### src/rtl/cpu_clock_ctrl.sv
// cpu_clock_ctrl -- debounced run/pause/single-step control and the divided CPU clock.
// Revision 1.0
`default_nettype none

module cpu_clock_ctrl_debounce #(
  parameter int DEBOUNCE_BITS = 20
) (
  input  logic CLK_undiv,
  input  logic RESET,
  input  logic btn_raw,
  output logic press_evt
);

  logic                     sync1_q, sync1_d;
  logic                     sync2_q, sync2_d;
  logic                     stable_q, stable_d;
  logic                     stable_dly_q, stable_dly_d;
  logic                     press_q, press_d;
  logic [DEBOUNCE_BITS-1:0] filt_q, filt_d;

  // The filter only accepts a new level after it has been seen on every one
  // of 2^DEBOUNCE_BITS consecutive samples; any agreement restarts the count.
  always_comb begin
    sync1_d      = btn_raw;
    sync2_d      = sync1_q;
    stable_d     = stable_q;
    filt_d       = '0;
    if (sync2_q != stable_q) begin
      if (filt_q == {DEBOUNCE_BITS{1'b1}}) begin
        stable_d = sync2_q;
      end else begin
        filt_d = filt_q + DEBOUNCE_BITS'(1);
      end
    end
    stable_dly_d = stable_q;
    press_d      = stable_q & ~stable_dly_q;
  end

  always_ff @(posedge CLK_undiv or posedge RESET) begin
    if (RESET) begin
      sync1_q      <= 1'b0;
      sync2_q      <= 1'b0;
      stable_q     <= 1'b0;
      stable_dly_q <= 1'b0;
      press_q      <= 1'b0;
      filt_q       <= '0;
    end else begin
      sync1_q      <= sync1_d;
      sync2_q      <= sync2_d;
      stable_q     <= stable_d;
      stable_dly_q <= stable_dly_d;
      press_q      <= press_d;
      filt_q       <= filt_d;
    end
  end

  assign press_evt = press_q;

endmodule

module cpu_clock_ctrl #(
  parameter int CLK_DIV_BITS  = 25,
  parameter int DEBOUNCE_BITS = 20,
  parameter int START_PAUSED  = 0
) (
  input  logic        CLK_undiv,
  input  logic        RESET,
  input  logic        BTN_PAUSE,
  input  logic        BTN_STEP,
  output logic        CLK_CPU,
  output logic        CPU_TICK,
  output logic        PAUSED,
  output logic [31:0] CYCLE_COUNT
);

  localparam int CW = CLK_DIV_BITS + 1;
  localparam logic [CW-1:0] CNT_ONES = {CW{1'b1}};
  localparam logic [CW-1:0] CNT_HALF = {1'b0, {CLK_DIV_BITS{1'b1}}};

  typedef enum logic [1:0] {
    ST_RUN    = 2'd0,
    ST_DRAIN  = 2'd1,
    ST_PAUSED = 2'd2,
    ST_STEP   = 2'd3
  } state_t;

  localparam state_t RESET_STATE = (START_PAUSED != 0) ? ST_PAUSED : ST_RUN;

  logic [1:0] btn_raw;
  logic [1:0] press_evt;
  logic       pause_evt;
  logic       step_evt;

  assign btn_raw   = {BTN_STEP, BTN_PAUSE};
  assign pause_evt = press_evt[0];
  assign step_evt  = press_evt[1];

  generate
    for (genvar gi = 0; gi < 2; gi++) begin : g_btn
      cpu_clock_ctrl_debounce #(
        .DEBOUNCE_BITS (DEBOUNCE_BITS)
      ) u_debounce (
        .CLK_undiv (CLK_undiv),
        .RESET     (RESET),
        .btn_raw   (btn_raw[gi]),
        .press_evt (press_evt[gi])
      );
    end
  endgenerate

  state_t          state_q, state_d;
  logic [CW-1:0]   cnt_q, cnt_d;
  logic            tick_q, tick_d;
  logic            paused_q, paused_d;
  logic [31:0]     cycle_count_q, cycle_count_d;
  logic            counting;
  logic            wrap;

  always_comb begin
    state_d       = state_q;
    counting      = (state_q != ST_PAUSED);
    wrap          = counting && (cnt_q == CNT_ONES);
    cnt_d         = counting ? (cnt_q + CW'(1)) : '0;
    // The tick is registered on the same edge that sets the clock MSB.
    tick_d        = counting && (cnt_q == CNT_HALF);
    cycle_count_d = tick_d ? (cycle_count_q + 32'd1) : cycle_count_q;

    // A pause press always outranks a step press or a period wrap.
    case (state_q)
      ST_RUN: begin
        if (pause_evt) state_d = ST_DRAIN;
      end
      ST_DRAIN: begin
        if (pause_evt)  state_d = ST_RUN;
        else if (wrap)  state_d = ST_PAUSED;
      end
      ST_PAUSED: begin
        if (pause_evt)      state_d = ST_RUN;
        else if (step_evt)  state_d = ST_STEP;
      end
      ST_STEP: begin
        if (pause_evt)  state_d = ST_RUN;
        else if (wrap)  state_d = ST_PAUSED;
      end
      default: state_d = RESET_STATE;
    endcase

    paused_d = (state_d == ST_PAUSED);
  end

  always_ff @(posedge CLK_undiv or posedge RESET) begin
    if (RESET) begin
      state_q       <= RESET_STATE;
      cnt_q         <= '0;
      tick_q        <= 1'b0;
      paused_q      <= (RESET_STATE == ST_PAUSED);
      cycle_count_q <= '0;
    end else begin
      state_q       <= state_d;
      cnt_q         <= cnt_d;
      tick_q        <= tick_d;
      paused_q      <= paused_d;
      cycle_count_q <= cycle_count_d;
    end
  end

  assign CLK_CPU     = cnt_q[CW-1];
  assign CPU_TICK    = tick_q;
  assign PAUSED      = paused_q;
  assign CYCLE_COUNT = cycle_count_q;

endmodule

`default_nettype wire

### config.mk
export PLATFORM = sky130hd
export DESIGN_NAME = cpu_clock_ctrl
export DESIGN_NICKNAME = d
export VERILOG_FILES = /design/src/rtl/cpu_clock_ctrl.sv
export SDC_FILE = /design/constraint.sdc
export NUM_CORES = 1
export LEC_CHECK = 0
export CORE_MARGIN = 4
export CORE_UTILIZATION = 50
export CTS_CLUSTER_DIAMETER = 50
export DETAILED_ROUTE_END_ITERATION = 10
export PLACE_DENSITY = 0.78
export REMOVE_ABC_BUFFERS = 1
export SETUP_SLACK_MARGIN = 0.1
export SLEW_MARGIN = 25
export SYNTH_ARGS = -nofsm -noshare
export SYNTH_HDL_FRONTEND = slang
export SYNTH_HIERARCHICAL = 1
export SYNTH_SLANG_ARGS = --single-unit
### constraint.sdc
create_clock -name CLK_undiv -period 5.45 [get_ports CLK_undiv]
set_clock_uncertainty 0.05 [all_clocks]
set_input_delay 0.8175 -clock CLK_undiv [delete_from_list [all_inputs] [get_ports CLK_undiv]]
set_output_delay 0.8175 -clock CLK_undiv [all_outputs]
set_load 0.01 [all_outputs]
==> key figures, run 1 <==
Synth
  – Area share of and/or/nand/nor cells after synthesis: 0.267
  – Cell count after synthesis: approximately 520
  – Post-synthesis compound-gate area fraction: 0.0342
  – Adder-Cell Fraction of Synth Area: 0.00925
  – Fraction of the yosys area taken by sequential cells: 0.518
  – Number of enable-type register cells in the synthesized netlist: 0
  – Synthesized flop and latch total: approximately 110
  – Share of synthesized registers carrying an async set or reset: 1.00
  – Cell area after synthesis: approximately 5400 sq um
  – Fraction of synthesized area in multiplexers: 0.00995
  – Synth warn: 6
  – Cells taking the most area after synthesis: sky130_fd_sc_hd__dfrtp_1 52%, sky130_fd_sc_hd__xnor2_1 7.8%, sky130_fd_sc_hd__xor2_1 5.8%
  – Xor and xnor area share after synthesis: 0.136
  – Combinational family with the most area after synthesis: simple AND/OR/NAND/NOR gates
  – Most used flip-flop cell after synthesis: sky130_fd_sc_hd__dfrtp_1
  – Mean instance size in the synthesized netlist: 10.5 sq um
  – Library cells used by synthesis: 46
  – Share of the synthesized area in the top cell type: 0.518
  – Cell type contributing the most total cell area after synthesis: sky130_fd_sc_hd__dfrtp_1

STA
  – Period minus WS final: 2.33 ns
  – Final Cycle Share: 0.427
  – Number of endpoints failing setup at the final stage: 0
  – Worst hold slack after final layout: approximately 0.31 ns
  – FMAX: ~430 MHz
  – Transition time of the tightest slew-check pin: about 0.87 ns
  – Post-Route Setup TNS: 0 ns
  – Number of slew-limit violations in the final report: 0
  – Final Hold Fails: 0
  – Unrepaired setup endpoints after global routing: no
  – Worst slew slack as a fraction of its limit: 0.417

Finish
  – Commonest cells after routing, fill and taps aside: 112 x sky130_fd_sc_hd__dfrtp_1, 77 x sky130_fd_sc_hd__nor2_1, 48 x sky130_fd_sc_hd__xnor2_1, 38 x sky130_fd_sc_hd__clkdlybuf4s50_1, 36 x sky130_fd_sc_hd__xor2_1
  – Fraction of layout instances using a drive strength above 1: 0.0819
  – Diodes inserted: 0
  – Area of the multi-input gates: 2470 sq um
  – Non-filler instance count after layout: 698
  – Reg area: about 2800 sq um
  – Final core utilization: 0.584
  – Most common cell after layout, fill and taps aside: sky130_fd_sc_hd__dfrtp_1
  – Fill count: approximately 860
  – Count of nets after finishing: around 570
  – Area added between synthesis and finish: 12.4%

Setup path
  – Classification of the worst setup path: reg -> out
  – Critical Path Start Type: register
  – Crit path buffers/inverters: 1
  – Slowest cell on the critical path: sky130_fd_sc_hd__clkdlybuf4s50_1
  – Required time of the critical path: between 4 and 5 ns
  – CP top delay family: buffers and inverters
  – Critical-path maximum fanout: 6
  – Crit end category: primary output
  – Largest incremental delay on the critical path: about 0.60 ns
  – Worst-path cell chain: clkdlybuf4s50_1
  – Critical path arrival: ~1.5 ns

Placed design
  – Final Wtd Congestion: 0.778
  – Count of port buffers added during placement: 38
  – Post-detailed-placement half-perimeter wirelength: around 7000 um
  – Number of placed cells counting well taps: about 700

Power and ir drop
  – Power density over the cells: between 200 and 250 nW/um^2
  – Overall power: 1.32 mW
  – Worst-case vdd ir drop: 0.000118 V
  – Leakage power total: 2.54 nW

Floorplanning
  – Overall die height: 112 um
  – Floorplan row count: 37
  – Placeable core region: 10400 sq um
  – Die area: 12500 sq um
  – Starting density of the core: 0.519
  – Width of the die: approximately 110 um
  – Number of ports placed on the die boundary: 39

Clock tree
  – Sinks on Clock Net: roughly 110
  – Post-CTS clock slew at the launch and capture registers of the worst setup and hold paths: roughly 0.10 ns
  – Cell chosen for the clock root: sky130_fd_sc_hd__clkbuf_8
  – Post-CTS Setup Repair Bufs: 0
  – TritonCTS clock tree: done
  – Clock latency of the later-clocked register in the worst-skew pair: between 0.3 and 0.4 ns
  – CTS Buffer Depth: 2
  – Hold Buf Count CTS: 0
  – Number of gates resized after cts: 0
  – Total number of H-tree levels: 3
  – Cts bufs inserted: 9

Global route
  – Met3 track utilization from global routing: 0.0345
  – Pin count of the biggest net entering global routing: 63
  – Wire length of the first global-routing pass: around 17000 um
  – Number of global-route vias before repair: 3781
  – Global-route met1 utilization: 0.206
  – Number of antenna violations at the first check in global routing: 0
  – Grt ovf: 0
  – Peak-usage layer in the global routing report: met2
  – Total GRT Usage: 0.161
  – Met2 Usage GRT: 0.276

Worst hold path
  – HP Class: reg -> reg

Outcome
  – Result of the run: completed

Detailed routing
  – Average detailed-routed wire length per instance: about 14 um
  – Aggregate routed wire length: 9700 um
  – TritonRoute pass-1 iters: 4
  – Avg Vias per Cell: around 5.5
  – Antenna-violating nets left: 0
  – Via count: 3821
  – DR DRC count: 0
  – Iteration-0 DRC Markers: roughly 210

Flow run
  – Max-capacitance violation count: 0
-- state kept, by name, indices dropped and copies added, names as in the netlist --
signal / count
g_btn.u_debounce/sync2_q: 2
g_btn.u_debounce/press_evt: 2
g_btn.u_debounce/sync1_q: 2
CPU_TICK: 1
CYCLE_COUNT: 32
g_btn.u_debounce/filt_q: 40
g_btn.u_debounce/stable_dly_q: 2
cnt_q: 26
PAUSED: 1
state_q: 2
g_btn.u_debounce/stable_dly_d: 2
-- stage by stage --
stage	cell area, sq um	worst slack [ns]
floorplan	5350	3.04
global placement	5910	3.28
detailed placement	5910	3.19
CTS	6080	3.10
global route	6080	3.02
finish	6080	3.12
-- Yosys cell counts (7+ instances only) --
cell	n
sky130_fd_sc_hd__a21oi_1	7
sky130_fd_sc_hd__dfrtp_1	112
sky130_fd_sc_hd__inv_1	21
sky130_fd_sc_hd__nand2_1	34
sky130_fd_sc_hd__nand3_1	24
sky130_fd_sc_hd__nand4_1	29
sky130_fd_sc_hd__nor2_1	77
sky130_fd_sc_hd__nor3_1	17
sky130_fd_sc_hd__nor4_1	14
sky130_fd_sc_hd__o21ai_0	8
sky130_fd_sc_hd__or3_1	12
sky130_fd_sc_hd__xnor2_1	48
sky130_fd_sc_hd__xor2_1	36
-- cell families (layout without fill, tap and decap cells) --
logic type,Yosys count,count (layout)
xor+xnor,84,84
simple gates,256,256
compound gates,26,26
buf+inv,29,75
fa+ha+maj,4,4
flops,112,112
mux,5,5
-- routing by layer --
layer,part of all wire,wire (um),vias up
met5,0,0,-
met4,0.012,121,0
met1,0.45,4380,1862
met3,0.036,352,12
met2,0.50,4850,65
li1,-,-,1882
-- worst paths after layout --
kind / startpoint / endpoint / slack, ns / cells past startpoint
min reg2reg: g_btn[0].u_debounce/sync1_q / g_btn[0].u_debounce/sync2_q / 0.31 / 0
max in group asynchronous: RESET / CYCLE_COUNT[15] / 3.82 / 3
max reg2reg: state_q[0] / CYCLE_COUNT[1] / 3.21 / 4
min: g_btn[0].u_debounce/sync1_q / g_btn[0].u_debounce/sync2_q / 0.31 / 0
max: CYCLE_COUNT[6] / CYCLE_COUNT[6] / 3.12 / 1
min in group asynchronous: RESET / g_btn[0].u_debounce/filt_q[14] / 0.88 / 2
-- where the power goes --
part,switching [mW],internal (mW),leakage [nW]
clock,0.276,0.167,0.0834
combinational,0.0261,0.00812,0.925
sequential,0.00670,0.835,1.54
-- final cells by class --
class / count / area share
clock buffers: 9 / 0.0204
clock inverters: 6 / 0.00741
inverters: 21 / 0.0130
multi-input cells: 375 / 0.406
flip-flops and latches: 112 / 0.461
well taps: 136 / 0.0280
repair buffers: 39 / 0.0638
(Power assumes the default switching activity.)
==> run 2, diff against run 1 <==
--- a/config.mk
+++ b/config.mk
@@ -9,7 +9,7 @@
 export CORE_UTILIZATION = 50
 export CTS_CLUSTER_DIAMETER = 50
 export DETAILED_ROUTE_END_ITERATION = 10
-export PLACE_DENSITY = 0.78
+export PLACE_DENSITY = 0.8
 export REMOVE_ABC_BUFFERS = 1
 export SETUP_SLACK_MARGIN = 0.1
 export SLEW_MARGIN = 25
==> constraint.sdc (replaced) <==
create_clock -name CLK_undiv -period 1.88 [get_ports CLK_undiv]
set_clock_uncertainty 0.05 [all_clocks]
set_input_delay 0.282 -clock CLK_undiv [delete_from_list [all_inputs] [get_ports CLK_undiv]]
set_output_delay 0.282 -clock CLK_undiv [all_outputs]
set_load 0.01 [all_outputs]
==> key figures, run 2 (same netlist as run 1, synthesis figures left out) <==
Finish
  – Count of nets after finishing: 665 (+17%)
  – Flip-flop count of the largest register, all copies and words added: 40 (unchanged)
  – Non-filler instance count after layout: 798 (+14%)
  – Area added between synthesis and finish: 32.7%
  – Post-route standard cell area excluding fillers: 7180 sq um (+18%)
  – Commonest cells after routing, fill and taps aside: 104 x sky130_fd_sc_hd__dfrtp_1, 92 x sky130_fd_sc_hd__buf_4, 71 x sky130_fd_sc_hd__nor2_1, 48 x sky130_fd_sc_hd__xnor2_1, 35 x sky130_fd_sc_hd__xor2_1
  – Fraction of layout instances using a drive strength above 1: 0.290 (+0.208)
  – Largest register by flop count: g_btn.u_debounce/filt_q
  – Most common cell after layout, fill and taps aside: sky130_fd_sc_hd__dfrtp_1
  – Diodes inserted: 0 (unchanged)

Floorplanning
  – Width of the die: 112 um (unchanged)
  – Die area: 12500 sq um (unchanged)
  – Overall die height: 112 um (unchanged)
  – Floorplan row count: 37 (unchanged)
  – Starting density of the core: 0.519 (unchanged)
  – Number of ports placed on the die boundary: 39 (unchanged)
  – Placeable core region: 10400 sq um (unchanged)

Power and ir drop
  – Overall power: 4.08 mW (+210%)
  – Leakage power total: 3.33 nW (+31%)
  – Power density over the cells: 568 nW/um^2 (+160%)
  – Worst-case vdd ir drop: 0.000552 V (+370%)
  – Net Switching: 0.936 mW (+200%)
  – Net Sw Frac: 0.230 (-0.00465)
  – Clock share of power: 0.366 (+0.030)
  – Seq pwr share: 0.596 (-0.042)
  – Cell-internal power: 3.14 mW (+210%)
  – Comb pwr share: 0.038 (+0.012)

Placed design
  – Number of placed cells counting well taps: 738 (+8.1%)
  – Count of port buffers added during placement: 38 (unchanged)
  – Placed Instance Area: 6330 sq um (+7.2%)
  – Final Wtd Congestion: 0.836 (+7.4%)
  – Setup WS pre-CTS: -0.0594 ns (-3.25 ns)
  – Post-detailed-placement half-perimeter wirelength: 8080 um (+17%)

Setup path
  – Required time of the critical path: 2.14 ns (-2.44 ns)
  – Worst-path cell chain: nand4_1, buf_4, nor4_4, buf_4, nand4_1, buf_6, nor2b_4, xor2_1
  – Classification of the worst setup path: reg -> reg
  – Critical path arrival: 2.13 ns (+0.67 ns)
  – Critical Path Start Type: register
  – Largest incremental delay on the critical path: 0.44 ns (-0.16 ns)
  – Critical-path maximum fanout: 6 (unchanged)
  – Crit end category: register
  – CP top delay family: simple AND/OR/NAND/NOR gates
  – Crit path buffers/inverters: 3 (+2)
  – Slowest cell on the critical path: sky130_fd_sc_hd__dfrtp_1

STA
  – Transition time of the tightest slew-check pin: 0.386 ns (-0.482 ns)
  – Worst hold slack after final layout: 0.284 ns (-0.0223 ns)
  – Number of slew-limit violations in the final report: 0 (unchanged)
  – Final Hold Fails: 0 (unchanged)
  – Final Cycle Share: 0.994
  – Period minus WS final: around 1.9 ns
  – Number of endpoints failing setup at the final stage: 0 (unchanged)
  – FMAX: about 540 MHz
  – Worst slew slack as a fraction of its limit: 0.742 (+0.324)
  – Unrepaired setup endpoints after global routing: yes
  – Worst-case setup margin in the final layout: 0.0120 ns (-3.11 ns)

Global route
  – Total GRT Usage: 0.194 (+0.0335)
  – Pin count of the biggest net entering global routing: 63 (unchanged)
  – Wire length of the first global-routing pass: 20300 um (+19%)
  – Grt ovf: 0 (unchanged)
  – Number of global-route vias before repair: 4375 (+16%)
  – Number of antenna violations at the first check in global routing: 0 (unchanged)

Outcome
  – Result of the run: completed

Clock tree
  – Cell chosen for the clock root: sky130_fd_sc_hd__clkbuf_8
  – Sinks on Clock Net: 112 (unchanged)
  – TritonCTS clock tree: done
  – Hold Buf Count CTS: 0 (unchanged)
  – Clock latency of the later-clocked register in the worst-skew pair: 0.38 ns (about the same)
  – Post-CTS clock slew at the launch and capture registers of the worst setup and hold paths: 0.11 ns (about the same)
  – Total number of H-tree levels: 3 (unchanged)
  – Cts bufs inserted: 9 (unchanged)
  – CTS Buffer Depth: 2 (unchanged)

Detailed routing
  – Antenna-violating nets left: 0 (unchanged)
  – Avg Vias per Cell: 5.53 (+1.0%)
  – TritonRoute pass-1 iters: 4 (unchanged)
  – Via count: 4414 (+16%)
  – Average detailed-routed wire length per instance: 16.4 um (+18%)
  – Iteration-0 DRC Markers: 334 (+61%)
  – Aggregate routed wire length: 13100 um (+35%)
  – DR DRC count: 0 (unchanged)

Worst hold path
  – HP Class: in -> reg

Flow run
  – Max-capacitance violation count: 0 (unchanged)
[run 2: timing repair]
action,in CTS,in global routing
setup endpoints to repair,31,59
hold endpoints to repair,0,0
pin swaps,14,30
cloned,0,0
resized for setup,27,56
buffers inserted,23,21
[run 2: power groups by stage]
stage	Sequential (mW)	Clock [mW]	Combinational, mW
6_report	2.43	1.49	0.155
5_1_grt	2.44	1.64	0.177
4_1_cts	2.43	1.53	0.152
3_5_place_dp	2.48	0	0.147
3_3_place_gp	2.48	0	0.143
2_1_floorplan	2.48	0	0.0728
[run 2: final timing paths]
kind                                                   from                     endpoint  slack (ns)  depth (start not counted)
max in group asynchronous                             RESET              CYCLE_COUNT[20]        1.18                          3
worst max-delay path                        CYCLE_COUNT[13]              CYCLE_COUNT[28]        0.01                          8
worst min-delay path                               BTN_STEP  g_btn[1].u_debounce/sync1_q        0.28                          1
worst min register to register  g_btn[0].u_debounce/sync1_q  g_btn[0].u_debounce/sync2_q        0.31                          0
worst max register to register              CYCLE_COUNT[13]              CYCLE_COUNT[28]        0.01                          8
min in group asynchronous                             RESET                       PAUSED        0.29                          3
[run 2: final cells by class]
cell class                      count  area [sq um]
Fill cell                         729          3240
Sequential cell                   112          2810
Multi-Input combinational cell    375          2730
Timing Repair Buffer              138          1180
Tap cell                          136           170
Clock buffer                       11           141
Inverter                           21          78.8
Clock inverter                      5          63.8
[run 2: through the flow]
| stage | setup TNS, ns | utilization |
|---|---|---|
| after floorplan | -0.242 | - |
| after global placement | 0 | 0.608 |
| after detailed placement | -0.205 | 0.608 |
| after CTS | 0 | 0.653 |
| after global routing | -0.496 | 0.689 |
| final | 0 | 0.689 |
[run 2: per-layer routing]
layer  part of all wire  track usage  routed length, um
met5                  0            0                  0
met4              0.014       0.0465                185
met3              0.037       0.0501                481
met2               0.55        0.346               7170
met1               0.40        0.238               5220
==> run 3, diff against run 2 <==
--- a/config.mk
+++ b/config.mk
@@ -5,7 +5,7 @@
 export SDC_FILE = /design/constraint.sdc
 export NUM_CORES = 1
 export LEC_CHECK = 0
-export CORE_MARGIN = 4
+export CORE_MARGIN = 5
 export CORE_UTILIZATION = 50
 export CTS_CLUSTER_DIAMETER = 50
 export DETAILED_ROUTE_END_ITERATION = 10
==> key figures, run 3 (same netlist as run 1, synthesis figures left out) <==
Outcome
  – Result of the run: completed

Power and ir drop
  – Power density over the cells: 604 nW/um^2 (+6.4%)
  – Leakage power total: 3.27 nW (-1.9%)
  – Net Switching: 0.906 mW (-3.3%)
  – Comb pwr share: 0.034 (-0.004)
  – Net Sw Frac: 0.211 (-0.0191)
  – Cell-internal power: 3.40 mW (+8.1%)
  – Seq pwr share: 0.565 (-0.031)
  – Clock share of power: 0.401 (+0.035)
  – Worst-case vdd ir drop: 0.000479 V (-13%)

Floorplanning
  – Overall die height: 114 um (+1.8%)
  – Width of the die: 114 um (+1.8%)
  – Floorplan row count: 38 (+2.7%)
  – Placeable core region: 10700 sq um (+2.7%)
  – Starting density of the core: 0.506 (-0.0137)
  – Number of ports placed on the die boundary: 39 (unchanged)
  – Die area: 13000 sq um (+3.6%)

Setup path
  – Classification of the worst setup path: reg -> reg
  – Required time of the critical path: 2.13 ns (about the same)
  – Crit end category: register
  – Critical Path Start Type: register
  – Critical-path maximum fanout: 6 (unchanged)
  – Critical path arrival: 2.10 ns (-0.03 ns)

Finish
  – Most common cell after layout, fill and taps aside: sky130_fd_sc_hd__dfrtp_1
  – Reg area: 2810 sq um (about the same)
  – Largest register by flop count: g_btn.u_debounce/filt_q
  – Fraction of layout instances using a drive strength above 1: 0.277 (-0.0131)
  – Commonest cells after routing, fill and taps aside: 105 x sky130_fd_sc_hd__dfrtp_1, 78 x sky130_fd_sc_hd__buf_4, 70 x sky130_fd_sc_hd__nor2_1, 47 x sky130_fd_sc_hd__xnor2_1, 36 x sky130_fd_sc_hd__xor2_1
  – Count of nets after finishing: 653 (-1.8%)
  – Flip-flop count of the largest register, all copies and words added: 40 (unchanged)
  – Fill count: 772 (+5.9%)
  – Area added between synthesis and finish: 31.6%
  – Final core utilization: 0.665 (-0.0235)
  – Area of the multi-input gates: 2710 sq um (-0.73%)
  – Diodes inserted: 0 (unchanged)

STA
  – Unrepaired setup endpoints after global routing: yes
  – Period minus WS final: 1.85 ns (-0.0166 ns)
  – Final Hold Fails: 0 (unchanged)
  – Number of endpoints failing setup at the final stage: 0 (unchanged)
  – FMAX: 540 MHz (+0.90%)
  – Final Cycle Share: 0.985 (-0.00883)
  – Worst slew slack as a fraction of its limit: 0.719 (-0.0230)
  – Transition time of the tightest slew-check pin: 0.418 ns (+0.0319 ns)
  – Number of slew-limit violations in the final report: 0 (unchanged)
  – Worst-case setup margin in the final layout: 0.0286 ns (+0.0166 ns)

Clock tree
  – CTS Buffer Depth: 2 (unchanged)
  – Sinks on Clock Net: 112 (unchanged)
  – Hold Buf Count CTS: 0 (unchanged)
  – Cell chosen for the clock root: sky130_fd_sc_hd__clkbuf_8
  – Clock latency of the later-clocked register in the worst-skew pair: 0.38 ns (about the same)
  – Post-CTS clock slew at the launch and capture registers of the worst setup and hold paths: 0.09 ns (-0.02 ns)
  – Cts bufs inserted: 9 (unchanged)
  – TritonCTS clock tree: done
  – Total number of H-tree levels: 3 (unchanged)

Placed design
  – Final Wtd Congestion: 0.845 (+1.1%)
  – Count of port buffers added during placement: 38 (unchanged)
  – Post-detailed-placement half-perimeter wirelength: 8060 um (-0.29%)
  – Setup WS pre-CTS: -0.0142 ns (+0.0451 ns)

Global route
  – Grt ovf: 0 (unchanged)
  – Number of antenna violations at the first check in global routing: 0 (unchanged)
  – Total GRT Usage: 0.190 (-0.00411)
  – Wire length of the first global-routing pass: 20500 um (+0.75%)
  – Number of global-route vias before repair: 4498 (+2.8%)
  – Pin count of the biggest net entering global routing: 63 (unchanged)

Detailed routing
  – Iteration-0 DRC Markers: 230 (-31%)
  – Average detailed-routed wire length per instance: 15.4 um (-6.1%)
  – Aggregate routed wire length: 12100 um (-7.1%)
  – Antenna-violating nets left: 0 (unchanged)
  – DR DRC count: 0 (unchanged)
  – TritonRoute pass-1 iters: 4 (unchanged)
  – Via count: 4279 (-3.1%)
  – Avg Vias per Cell: 5.42 (-2.1%)

Flow run
  – Max-capacitance violation count: 0 (unchanged)

Worst hold path
  – HP Class: in -> reg
run 3: final timing paths:
path / end / cells after the start / slack [ns] / start
max: g_btn[0].u_debounce/filt_q[17] / 4 / 0.03 / g_btn[0].u_debounce/filt_q[10]
min: g_btn[1].u_debounce/sync1_q / 1 / 0.29 / BTN_STEP
max reg2reg: g_btn[0].u_debounce/filt_q[17] / 4 / 0.03 / g_btn[0].u_debounce/filt_q[10]
min reg2reg: g_btn[1].u_debounce/sync2_q / 0 / 0.31 / g_btn[1].u_debounce/sync1_q
max in group asynchronous: CYCLE_COUNT[13] / 3 / 1.17 / RESET
min in group asynchronous: g_btn[1].u_debounce/filt_q[13] / 3 / 0.31 / RESET
run 3: stage by stage:
| step | hold WS [ns] | area, sq um | instances | total power, mW | setup TNS (ns) |
|---|---|---|---|---|---|
| 3_5_place_dp | 0.290 | 6350 | 744 | 2.62 | -0.0145 |
| 6_report | 0.291 | 7120 | 790 | 4.30 | 0 |
| 3_3_place_gp | 0.288 | 6350 | 744 | 2.62 | 0 |
| 2_1_floorplan | 0.259 | 5350 | 508 | 2.56 | -0.242 |
| 4_1_cts | 0.272 | 6820 | 778 | 4.35 | 0 |
| 5_1_grt | 0.261 | 7120 | 790 | 4.48 | -0.173 |
run 3: worst max-delay path: stages, from the launching register on:
cell,delay [ns]
sky130_fd_sc_hd__dfrtp_1,0.41
sky130_fd_sc_hd__nand4_4,0.17
sky130_fd_sc_hd__or4_4,0.58
sky130_fd_sc_hd__or4_4,0.43
sky130_fd_sc_hd__a31oi_1,0.14
run 3: power groups by stage:
stage	sequential (mW)	clock [mW]	combinational [mW]
after floorplan	2.48	0	0.0728
after global placement	2.48	0	0.143
after detailed placement	2.48	0	0.145
after CTS	2.43	1.77	0.147
after global routing	2.44	1.88	0.168
final	2.43	1.72	0.147
run 3: final cells by class:
cell class,instances,share of cell area
well taps,140,0.0246
repair buffers,126,0.155
clock buffers,11,0.0199
clock inverters,5,0.0146
flip-flops and latches,112,0.395
inverters,21,0.0111
multi-input cells,375,0.380
run 3: repair_timing:
| action | CTS | global route |
|---|---|---|
| gates resized for setup | 19 | 60 |
| setup buffers | 18 | 12 |
| pin swaps | 11 | 19 |
| setup endpoints to repair | 28 | 78 |
run 3: layer usage:
metal / share of wire / routed length (um) / global-route usage
met1: 0.42 / 5050 / 0.237
met2: 0.53 / 6490 / 0.330
met3: 0.032 / 394 / 0.0355
met4: 0.016 / 198 / 0.0705
met5: 0 / 0 / 0
